## src/rtl/fir_tap_sequencer.sv

```systemverilog
// fir_tap_sequencer
// Control sequencer for a shared TAPS-tap match-filter MAC datapath. Each
// accepted sample strobe runs one pass: LOAD (write sample, clear accumulator),
// RUN (one MAC per tap), DRAIN (flush datapath pipeline), DONE (result valid,
// advance the circular-buffer write slot). Strobes that arrive mid-pass are
// dropped, flagged and counted.
//
// Ports:
//   clock        system clock
//   reset        synchronous active-high reset
//   ready        new-sample strobe (one cycle)
//   enable       gates ready; a running pass always completes
//   overrun_clr  clears the sticky overrun flag (a same-cycle new drop wins)
//   sample_we    write input sample into slot offset (LOAD)
//   acc_clear    zero the accumulator (LOAD)
//   mac_en       accumulate product for current index (RUN)
//   index        tap index / coefficient ROM address
//   offset       circular-buffer slot of the newest sample
//   y_valid      one-cycle pulse, datapath output final (DONE)
//   busy         high in every state except IDLE
//   overrun      sticky: a ready strobe was dropped
//   drop_count   saturating count of dropped strobes
module fir_tap_sequencer #(
  parameter int TAPS  = 128,
  parameter int IDX_W = 7,
  parameter int PIPE  = 2
) (
  input  logic             clock,
  input  logic             reset,
  input  logic             ready,
  input  logic             enable,
  input  logic             overrun_clr,
  output logic             sample_we,
  output logic             acc_clear,
  output logic             mac_en,
  output logic [IDX_W-1:0] index,
  output logic [IDX_W-1:0] offset,
  output logic             y_valid,
  output logic             busy,
  output logic             overrun,
  output logic [7:0]       drop_count
);

  localparam int DW = (PIPE > 1) ? $clog2(PIPE) : 1;

  typedef enum logic [2:0] {
    IDLE,
    LOAD,
    RUN,
    DRAIN,
    DONE
  } state_t;

  state_t           state_q, state_d;
  logic [IDX_W-1:0] index_q, index_d;
  logic [IDX_W-1:0] offset_q, offset_d;
  logic [DW-1:0]    drain_q, drain_d;
  logic             overrun_q, overrun_d;
  logic [7:0]       drop_q, drop_d;
  logic             sample_we_q, sample_we_d;
  logic             acc_clear_q, acc_clear_d;
  logic             mac_en_q, mac_en_d;
  logic             y_valid_q, y_valid_d;
  logic             busy_q, busy_d;
  logic             drop_strobe;

  always_comb begin
    state_d     = state_q;
    index_d     = '0;
    offset_d    = offset_q;
    drain_d     = '0;
    drop_strobe = ready && enable && (state_q != IDLE);

    case (state_q)
      IDLE: begin
        if (ready && enable) state_d = LOAD;
      end
      LOAD: begin
        state_d = RUN;
      end
      RUN: begin
        if (index_q == IDX_W'(TAPS - 1)) begin
          state_d = (PIPE == 0) ? DONE : DRAIN;
        end else begin
          index_d = index_q + 1'b1;
        end
      end
      DRAIN: begin
        if (drain_q == DW'(PIPE - 1)) state_d = DONE;
        else                          drain_d = drain_q + 1'b1;
      end
      DONE: begin
        offset_d = (offset_q == IDX_W'(TAPS - 1)) ? '0 : offset_q + 1'b1;
        state_d  = IDLE;
      end
      default: state_d = IDLE;
    endcase

    // Set has priority over clear so a drop in the clearing cycle is not lost.
    if (drop_strobe)      overrun_d = 1'b1;
    else if (overrun_clr) overrun_d = 1'b0;
    else                  overrun_d = overrun_q;

    drop_d = (drop_strobe && (drop_q != 8'hFF)) ? drop_q + 8'd1 : drop_q;

    // Decoded from the next state so each flop is high exactly in its state.
    sample_we_d = (state_d == LOAD);
    acc_clear_d = (state_d == LOAD);
    mac_en_d    = (state_d == RUN);
    y_valid_d   = (state_d == DONE);
    busy_d      = (state_d != IDLE);
  end

  always_ff @(posedge clock) begin
    if (reset) begin
      state_q     <= IDLE;
      index_q     <= '0;
      offset_q    <= '0;
      drain_q     <= '0;
      overrun_q   <= 1'b0;
      drop_q      <= '0;
      sample_we_q <= 1'b0;
      acc_clear_q <= 1'b0;
      mac_en_q    <= 1'b0;
      y_valid_q   <= 1'b0;
      busy_q      <= 1'b0;
    end else begin
      state_q     <= state_d;
      index_q     <= index_d;
      offset_q    <= offset_d;
      drain_q     <= drain_d;
      overrun_q   <= overrun_d;
      drop_q      <= drop_d;
      sample_we_q <= sample_we_d;
      acc_clear_q <= acc_clear_d;
      mac_en_q    <= mac_en_d;
      y_valid_q   <= y_valid_d;
      busy_q      <= busy_d;
    end
  end

  assign sample_we  = sample_we_q;
  assign acc_clear  = acc_clear_q;
  assign mac_en     = mac_en_q;
  assign index      = index_q;
  assign offset     = offset_q;
  assign y_valid    = y_valid_q;
  assign busy       = busy_q;
  assign overrun    = overrun_q;
  assign drop_count = drop_q;

endmodule

```

## config.mk

```make
export PLATFORM = sky130hd
export DESIGN_NAME = fir_tap_sequencer
export DESIGN_NICKNAME = d
export VERILOG_FILES = /design/src/rtl/fir_tap_sequencer.sv
export SDC_FILE = /design/constraint.sdc
export NUM_CORES = 1
export LEC_CHECK = 0
export BUFFER_PORTS_ARGS = -buffer_cell sky130_fd_sc_hd__buf_2
export CAP_MARGIN = 0
export CORE_MARGIN = 1
export CORE_UTILIZATION = 40
export CTS_BUF_LIST = sky130_fd_sc_hd__clkbuf_8
export CTS_CLUSTER_DIAMETER = 80
export DETAILED_ROUTE_END_ITERATION = 12
export PLACE_DENSITY = 0.72
export SLEW_MARGIN = 0
export SYNTH_ARGS = -nofsm -noshare
export SYNTH_HDL_FRONTEND = slang
export SYNTH_SLANG_ARGS = --single-unit
```

## constraint.sdc

```tcl
create_clock -name clock -period 3.2 [get_ports clock]
set_input_delay 0.32 -clock clock [delete_from_list [all_inputs] [get_ports clock]]
set_output_delay 0.32 -clock clock [all_outputs]
set_load 0.02 [all_outputs]
```

==> results.ini, run 1 <==
[yosys]
synth_warnings=0
synth_seq_area_share_pct=43.1
ys.flop_type=dfxtp_1
syn_inst=159
ys_seq_elements=31
yosysUniqueCellTypes=44
synthArstFlopShare_pct=0
synth-edff-count=0
synth.net_count=167
synth.cell_area_sq_um=1440
synth_area_per_cell_sq_um=9.06

[global_routing]
busiest_layer=met2
grt_pass1_wl_um=4460
grt_max_degree=27
gr-usage-met1_pct=20.4
first_global_vias=1028
grtUsageMet2_pct=24.5
grt-ovfl-total=0
groute.layer.met3.usage_pct=6.83
grtUsageTotal_pct=16.2
antenna_found_initial=0

[floorplan]
ios=33
die_area_sq_um=3840
core_sq_um=3390
rows=21
die_h_um=62
start_util_pct=42.5
die_w_um=62

[routing]
drtIter0Drc=49
firstDrtPassIters=4
ant_nets=0
drc_errors=0
vias_per_cell=5.19
routed_wl_um=2860
wl_per_cell_um=12.0
dr_total_vias=1236

[timing]
drv_slew=0
timing.final.crit_share_pct=49.8
fin_skew_ps=3.49
fin_hold_ws_ps=315
finalCriticalPeriod_ps=1590
worstMarginPinSlew_ps=573
fmax_mhz=627
fin_tns_setup_ps=0
relSlewSlack_pct=61.5
hold_violations=0
rsz0062_at_grt=no
setup_viol=0

[run]
maxCapViolations=0

[final_layout]
stdcell_area_sq_um=1710
final_common_cell=buf_2
layout-drive-gt1-share_pct=27.1
nNetsFinal=200
diodes=0
most-common-layout-cells=buf_2, dfxtp_1, nor2_1
final_cells=238
syn_to_final_growth_pct=18.6

[worst_hold_path]
hold_depth=3
hp-class=in2reg

[worst_setup_path]
critPathLaunchType=flip-flop
slowest_delay_ps=360
cp_max_fo=7
crit_slowest_cell=dfxtp_1
r2r_cells=4
critPathKind=reg2reg
crit_arrival_ps=1770
cp_cell_sequence=ha_1 -> and4_1 -> a21oi_1 -> mux2_2
critPathCaptureType=flip-flop
crit_required_ps=3370

[placement]
postPlaceCellArea_sq_um=1620
numPortBuffers=32
dp_hpwl_um=2060
dp.cells=231
place_congestion=0.861

[clock_tree]
cts_root_buf=clkbuf_8
cts_tree=built
cts.repair.resized=0
clk_path_buf_depth=2
cts_buffers=5
clkLatencyLatePin_ps=280
path_clk_slew_ps=60
ctsHoldBuffers=0
postCtsSetupRepairBufs=0
cts_sinks=31
h-tree-depth=2

[pwr]
vdd_drop_max_mv=0.240
p_leak_nw=0.694
power.density_nw_per_um2=434

[status]
status=complete, no violations

[Yosys cell counts (all sizes together) (4+ instances only)]
cell / instances / area share, %
a21oi: 10 / 3.7
and3: 4 / 1.7
dfxtp: 31 / 43
inv: 8 / 2.1
mux2: 4 / 3.1
nand2: 9 / 2.3
nand2b: 6 / 2.6
nand3: 6 / 2.1
nor2: 15 / 4.1
nor2b: 5 / 2.2
nor3: 6 / 2.1
o21ai: 5 / 1.7
or3: 5 / 2.2
[layer usage]
metal | vias to the layer above | wire length (um)
met3 | 5 | 156
li1 | 641 | -
met1 | 556 | 1380
met5 | - | 0
met4 | 0 | 43
met2 | 34 | 1280
[worst max-delay path: cells and delay by family, from the launching register on]
family	cells	cell delay, ps
compound gates	1	260
fa+ha+maj	1	240
flops	1	360
mux	1	360
simple gates	1	250
[metrics by stage]
step	power, W	util (%)	setup slack [ps]
floorplan	0.000433	-	1610
global placement	0.000443	47.8	1610
detailed placement	0.000444	47.8	1600
CTS	0.000749	50.4	1600
global route	0.000770	50.4	1510
finish	0.000741	50.4	1610
[final timing paths]
kind                 startpoint            end  slack (ps)
setup / recovery  drop_count[0]  drop_count[0]        1610
hold / removal      overrun_clr        overrun         310
setup reg to reg  drop_count[0]  drop_count[0]        1610
hold reg to reg        index[0]       index[0]         470
[flip-flops by register name (all words and copies together), names as in the netlist]
register	count
mac_en	1
acc_clear	1
drain_q	1
busy	1
y_valid	1
offset	7
overrun	1
index	7
drop_count	8
state_q	3
[final cells by class]
cell class / instances / area, sq um
Clock buffer: 6 / 82.6
Clock inverter: 1 / 5.00
Fill cell: 322 / 1680
Inverter: 8 / 30.0
Multi-Input combinational cell: 114 / 752
Sequential cell: 31 / 621
Tap cell: 46 / 57.6
Timing Repair Buffer: 32 / 160
[cell families after synthesis]
logic type | Yosys count | synth area share, %
flip-flops | 31 | 43.1
multiplexers | 5 | 3.82
XOR/XNOR | 4 | 2.43
AND/OR/NAND/NOR | 72 | 28.0
adder cells (fa/ha/maj) | 3 | 2.61
AO/OA/AOI/OAI | 30 | 15.4
buffers and inverters | 14 | 4.69
[power breakdown]
group | switching (W) | internal, W
logic | 0.0000243 | 0.0000140
registers | 0.00000607 | 0.000391
clock network | 0.000137 | 0.000168
(Power assumes the default switching activity.)
==> inputs of run 2 (changes only) <==
- PLACE_DENSITY: 0.72 -> 0.75
- clock period: 3.2 -> 1.3 ns (I/O delays scaled with it)
==> run 2 against run 1 <==
Effect of this change:
- via count up 16%
- worst hold slack worse by 190 ps
- register-to-register slack worse by 1700 ps
- clock-buffer cell count unchanged
- clock power up 150%
- global-route usage up 3.3 points
- sequential cell count unchanged
- critical endpoint unchanged
- design area up 28%
- critical path depth up 1
- the run now ends with negative setup slack left
- worst setup slack worse by 1700 ps
- sequential power up 140%
- combinational power rose to 3.9 times the previous value
==> results.ini, run 2 (synthesis results as in run 1) <==
[run]
maxCapViolations=0

[final_layout]
nFillCells=271
final_common_cell=buf_2
stdcell_area_sq_um=2190
final_cells=269
layout-drive-gt1-share_pct=54.7
largest_register_ffs=8
nNetsFinal=231
most-common-layout-cells=buf_2, buf_4, dfxtp_1
diodes=0
syn_to_final_growth_pct=51.9

[global_routing]
grtUsageTotal_pct=19.6
grt_max_degree=22
antenna_found_initial=0
first_global_vias=1221
grt-ovfl-total=0
grt_pass1_wl_um=5380

[worst_setup_path]
crit_arrival_ps=1550
crit_required_ps=1470
cp_max_fo=4
critPathKind=reg2reg
critPathLaunchType=flip-flop
critPathCaptureType=flip-flop

[placement]
dp_hpwl_um=2400
place_congestion=0.835
numPortBuffers=32
postPlaceCellArea_sq_um=1900
dp.cells=256

[clock_tree]
cts_sinks=31
clk_path_buf_depth=2
path_clk_slew_ps=60
clkLatencyLatePin_ps=280
cts_root_buf=clkbuf_8
h-tree-depth=2
cts_buffers=5
cts_tree=built

[floorplan]
start_util_pct=42.5
rows=21
die_area_sq_um=3840
die_w_um=62
core_sq_um=3390
die_h_um=62
ios=33

[timing]
setup_ws_ps=-80.5
setup_viol=12
drv_slew=0
fin_tns_setup_ps=-392
fin_skew_ps=3.50
timing.final.crit_share_pct=106
fmax_mhz=724
fin_hold_ws_ps=125
finalCriticalPeriod_ps=1380
hold_violations=0
rsz0062_at_grt=yes
worstMarginPinSlew_ps=465
relSlewSlack_pct=68.9

[status]
status=finished with violations
violations=negative setup slack

[routing]
drtIter0Drc=99
wl_per_cell_um=13.0
firstDrtPassIters=4
ant_nets=0
dr_total_vias=1433
routed_wl_um=3490
drc_errors=0
vias_per_cell=5.33

[pwr]
power.density_nw_per_um2=854
p_leak_nw=0.878
vdd_drop_max_mv=0.539
power_w=0.00187

[worst_hold_path]
hp-class=in2reg

-- run 2: area by class of cell --
| class | count | area (sq um) | area share, % |
|---|---|---|---|
| multi-input cells | 114 | 950 | 43.4 |
| flip-flops and latches | 31 | 654 | 29.9 |
| repair buffers | 63 | 408 | 18.6 |
| clock buffers | 6 | 82.6 | 3.78 |
| well taps | 46 | 57.6 | 2.63 |
| inverters | 8 | 30.0 | 1.37 |
| clock inverters | 1 | 5.00 | 0.229 |
-- run 2: worst paths after layout --
path / depth (start not counted) / to / slack [ps] / start
worst max-delay path: 5 / drop_count[0] / -80 / drop_count[0]
worst min-delay path: 3 / overrun / 120 / overrun_clr
worst max register to register: 5 / drop_count[0] / -80 / drop_count[0]
worst min register to register: 1 / index[0] / 470 / index[0]
-- run 2: worst max-delay path, cell delays in order (launching register included) --
cell and delay, ps:
dfxtp_4 350, ha_4 160, and4_4 190, buf_6 120
a21oi_4 150, mux2_4 300
-- run 2: layer usage --
| metal | GRT usage (%) | share of wire, % |
|---|---|---|
| met1 | 26.0 | 46 |
| met2 | 29.5 | 48 |
| met3 | 4.97 | 4.4 |
| met4 | 9.52 | 2.2 |
| met5 | 0 | 0 |
-- run 2: repair_timing --
item / CTS / global route
pin swaps: 6 / 5
setup buffers: 5 / 1
setup endpoints to repair: 19 / 20
resized for setup: 16 / 17
hold buffers: 0 / 0
-- run 2: power by group --
| part | internal (W) | switching (W) | leakage, nW |
|---|---|---|---|
| sequential | 0.000952 | 0.0000131 | 0.259 |
| combinational | 0.0000676 | 0.0000801 | 0.572 |
| clock | 0.000414 | 0.000340 | 0.0470 |
| total | 0.00143 | 0.000433 | 0.878 |
-- run 2: per-stage QoR --
| stage | setup WS, ps | utilization [%] |
|---|---|---|
| final | -80.5 | 64.5 |
| after global routing | -113 | 64.5 |
| after CTS | -73.2 | 61.9 |
| after detailed placement | -175 | 56.0 |
| after global placement | -114 | 56.0 |
| after floorplan | -73.9 | - |
==> inputs of run 3 (changes only) <==
- GPL_ROUTABILITY_DRIVEN: not set -> 0
- RECOVER_POWER: not set -> 25
- SLEW_MARGIN: 0 -> 20
==> run 3 against run 2 <==
Effect of this change:
- the flow still finishes with violations (negative setup slack)
- core utilization fell by 0.37 points
- critical endpoint unchanged
- fmax barely moved
- register-to-register slack is essentially flat
- largest cell class unchanged
- sequential cell count stayed put
- sequential power about the same
- total power decreased by 0.13%
- combinational power about the same
==> results.ini, run 3 (synthesis results as in run 1) <==
[clock_tree]
path_clk_slew_ps=60
h-tree-depth=2
clkLatencyLatePin_ps=280
cts_root_buf=clkbuf_8
cts_sinks=31
cts_tree=built
cts_buffers=5
clk_path_buf_depth=2

[floorplan]
die_w_um=62
core_sq_um=3390
die_area_sq_um=3840
ios=33
start_util_pct=42.5
rows=21
die_h_um=62

[worst_setup_path]
crit_required_ps=1470
critPathLaunchType=flip-flop
critPathCaptureType=flip-flop
critPathKind=reg2reg
cp_max_fo=4
crit_arrival_ps=1550

[status]
status=finished with violations
violations=negative setup slack

[routing]
drc_errors=0
wl_met2_um=1670
drtIter0Drc=83
ant_nets=0
routed-wl-met3_um=138
wl_met1_um=1600
vias_per_cell=5.30
routed_wl_um=3480
wl_per_cell_um=12.9
firstDrtPassIters=4
dr.max_layer_used=met4
dr_total_vias=1427

[final_layout]
multi_input_area_sq_um=950
most-common-layout-cells=buf_4, buf_2, dfxtp_1
diodes=0
final_common_cell=buf_4
nNetsFinal=231
syn_to_final_growth_pct=51.0
layout-drive-gt1-share_pct=50.2
regArea_sq_um=654
nFillCells=278
final_core_util_pct=64.2
largest_register_ffs=8

[global_routing]
antenna_found_initial=0
grtUsageTotal_pct=19.6
grt_max_degree=22
first_global_vias=1221
grt_pass1_wl_um=5380
grt-ovfl-total=0

[timing]
hold_violations=0
relSlewSlack_pct=68.9
fin_hold_ws_ps=125
fin_skew_ps=3.47
drv_slew=0
fmax_mhz=724
rsz0062_at_grt=yes
setup_ws_ps=-80.5
worstMarginPinSlew_ps=465
timing.final.crit_share_pct=106
setup_viol=12
finalCriticalPeriod_ps=1380

[placement]
dp_hpwl_um=2400
numPortBuffers=32
pre_cts_ws_ps=-175

[pwr]
vdd_drop_max_mv=0.538
p_leak_nw=0.835
power.density_nw_per_um2=857

[worst_hold_path]
hp-class=in2reg

[run]
maxCapViolations=0

## run 3: layer usage
| layer | vias to the layer above | track usage [%] |
|---|---|---|
| li1 | 702 | - |
| met3 | 7 | 4.97 |
| met2 | 38 | 29.5 |
| met4 | 0 | 9.52 |
| met1 | 680 | 26.0 |
| met5 | - | 0 |
## run 3: final timing paths
kind / startpoint / endpoint / slack (ps) / depth (start not counted)
max: drop_count[0] / drop_count[0] / -80 / 5
min reg2reg: index[0] / index[0] / 470 / 1
max reg2reg: drop_count[0] / drop_count[0] / -80 / 5
min: overrun_clr / overrun / 120 / 3
## run 3: timing repair
item                                    4_1_cts  5_1_grt
gates resized for setup                      16       17
endpoints found under the setup margin       19       20
pin swaps                                     6        5
hold buffers                                  0        0
setup buffers                                 5        1
hold endpoints to repair                      0        0
## run 3: critical path: stages (launching register included)
cell,delay (ps)
dfxtp_4,350
ha_4,160
and4_4,190
buf_6,120
a21oi_4,150
mux2_4,300
## run 3: area by class of cell
cell class / instances / area share, %
multi-input combinational: 114 / 43.7
clock buffer: 6 / 3.80
inverter: 8 / 1.38
timing repair buffer: 63 / 18.2
tap: 46 / 2.65
sequential: 31 / 30.1
clock inverter: 1 / 0.230
## run 3: where the power goes
part	internal (W)	switching (W)	total [W]
clock	0.000414	0.000340	0.000754
sequential	0.000952	0.0000132	0.000965
combinational	0.0000652	0.0000802	0.000145
## run 3: stage by stage
stage | cell area (sq um) | std cells | power [W] | setup TNS, ps
2_1_floorplan | 1530 | 159 | 0.00106 | -309
3_3_place_gp | 1900 | 256 | 0.00111 | -779
3_5_place_dp | 1900 | 256 | 0.00111 | -1580
4_1_cts | 2100 | 268 | 0.00187 | -379
5_1_grt | 2170 | 269 | 0.00195 | -936
6_report | 2170 | 269 | 0.00186 | -387
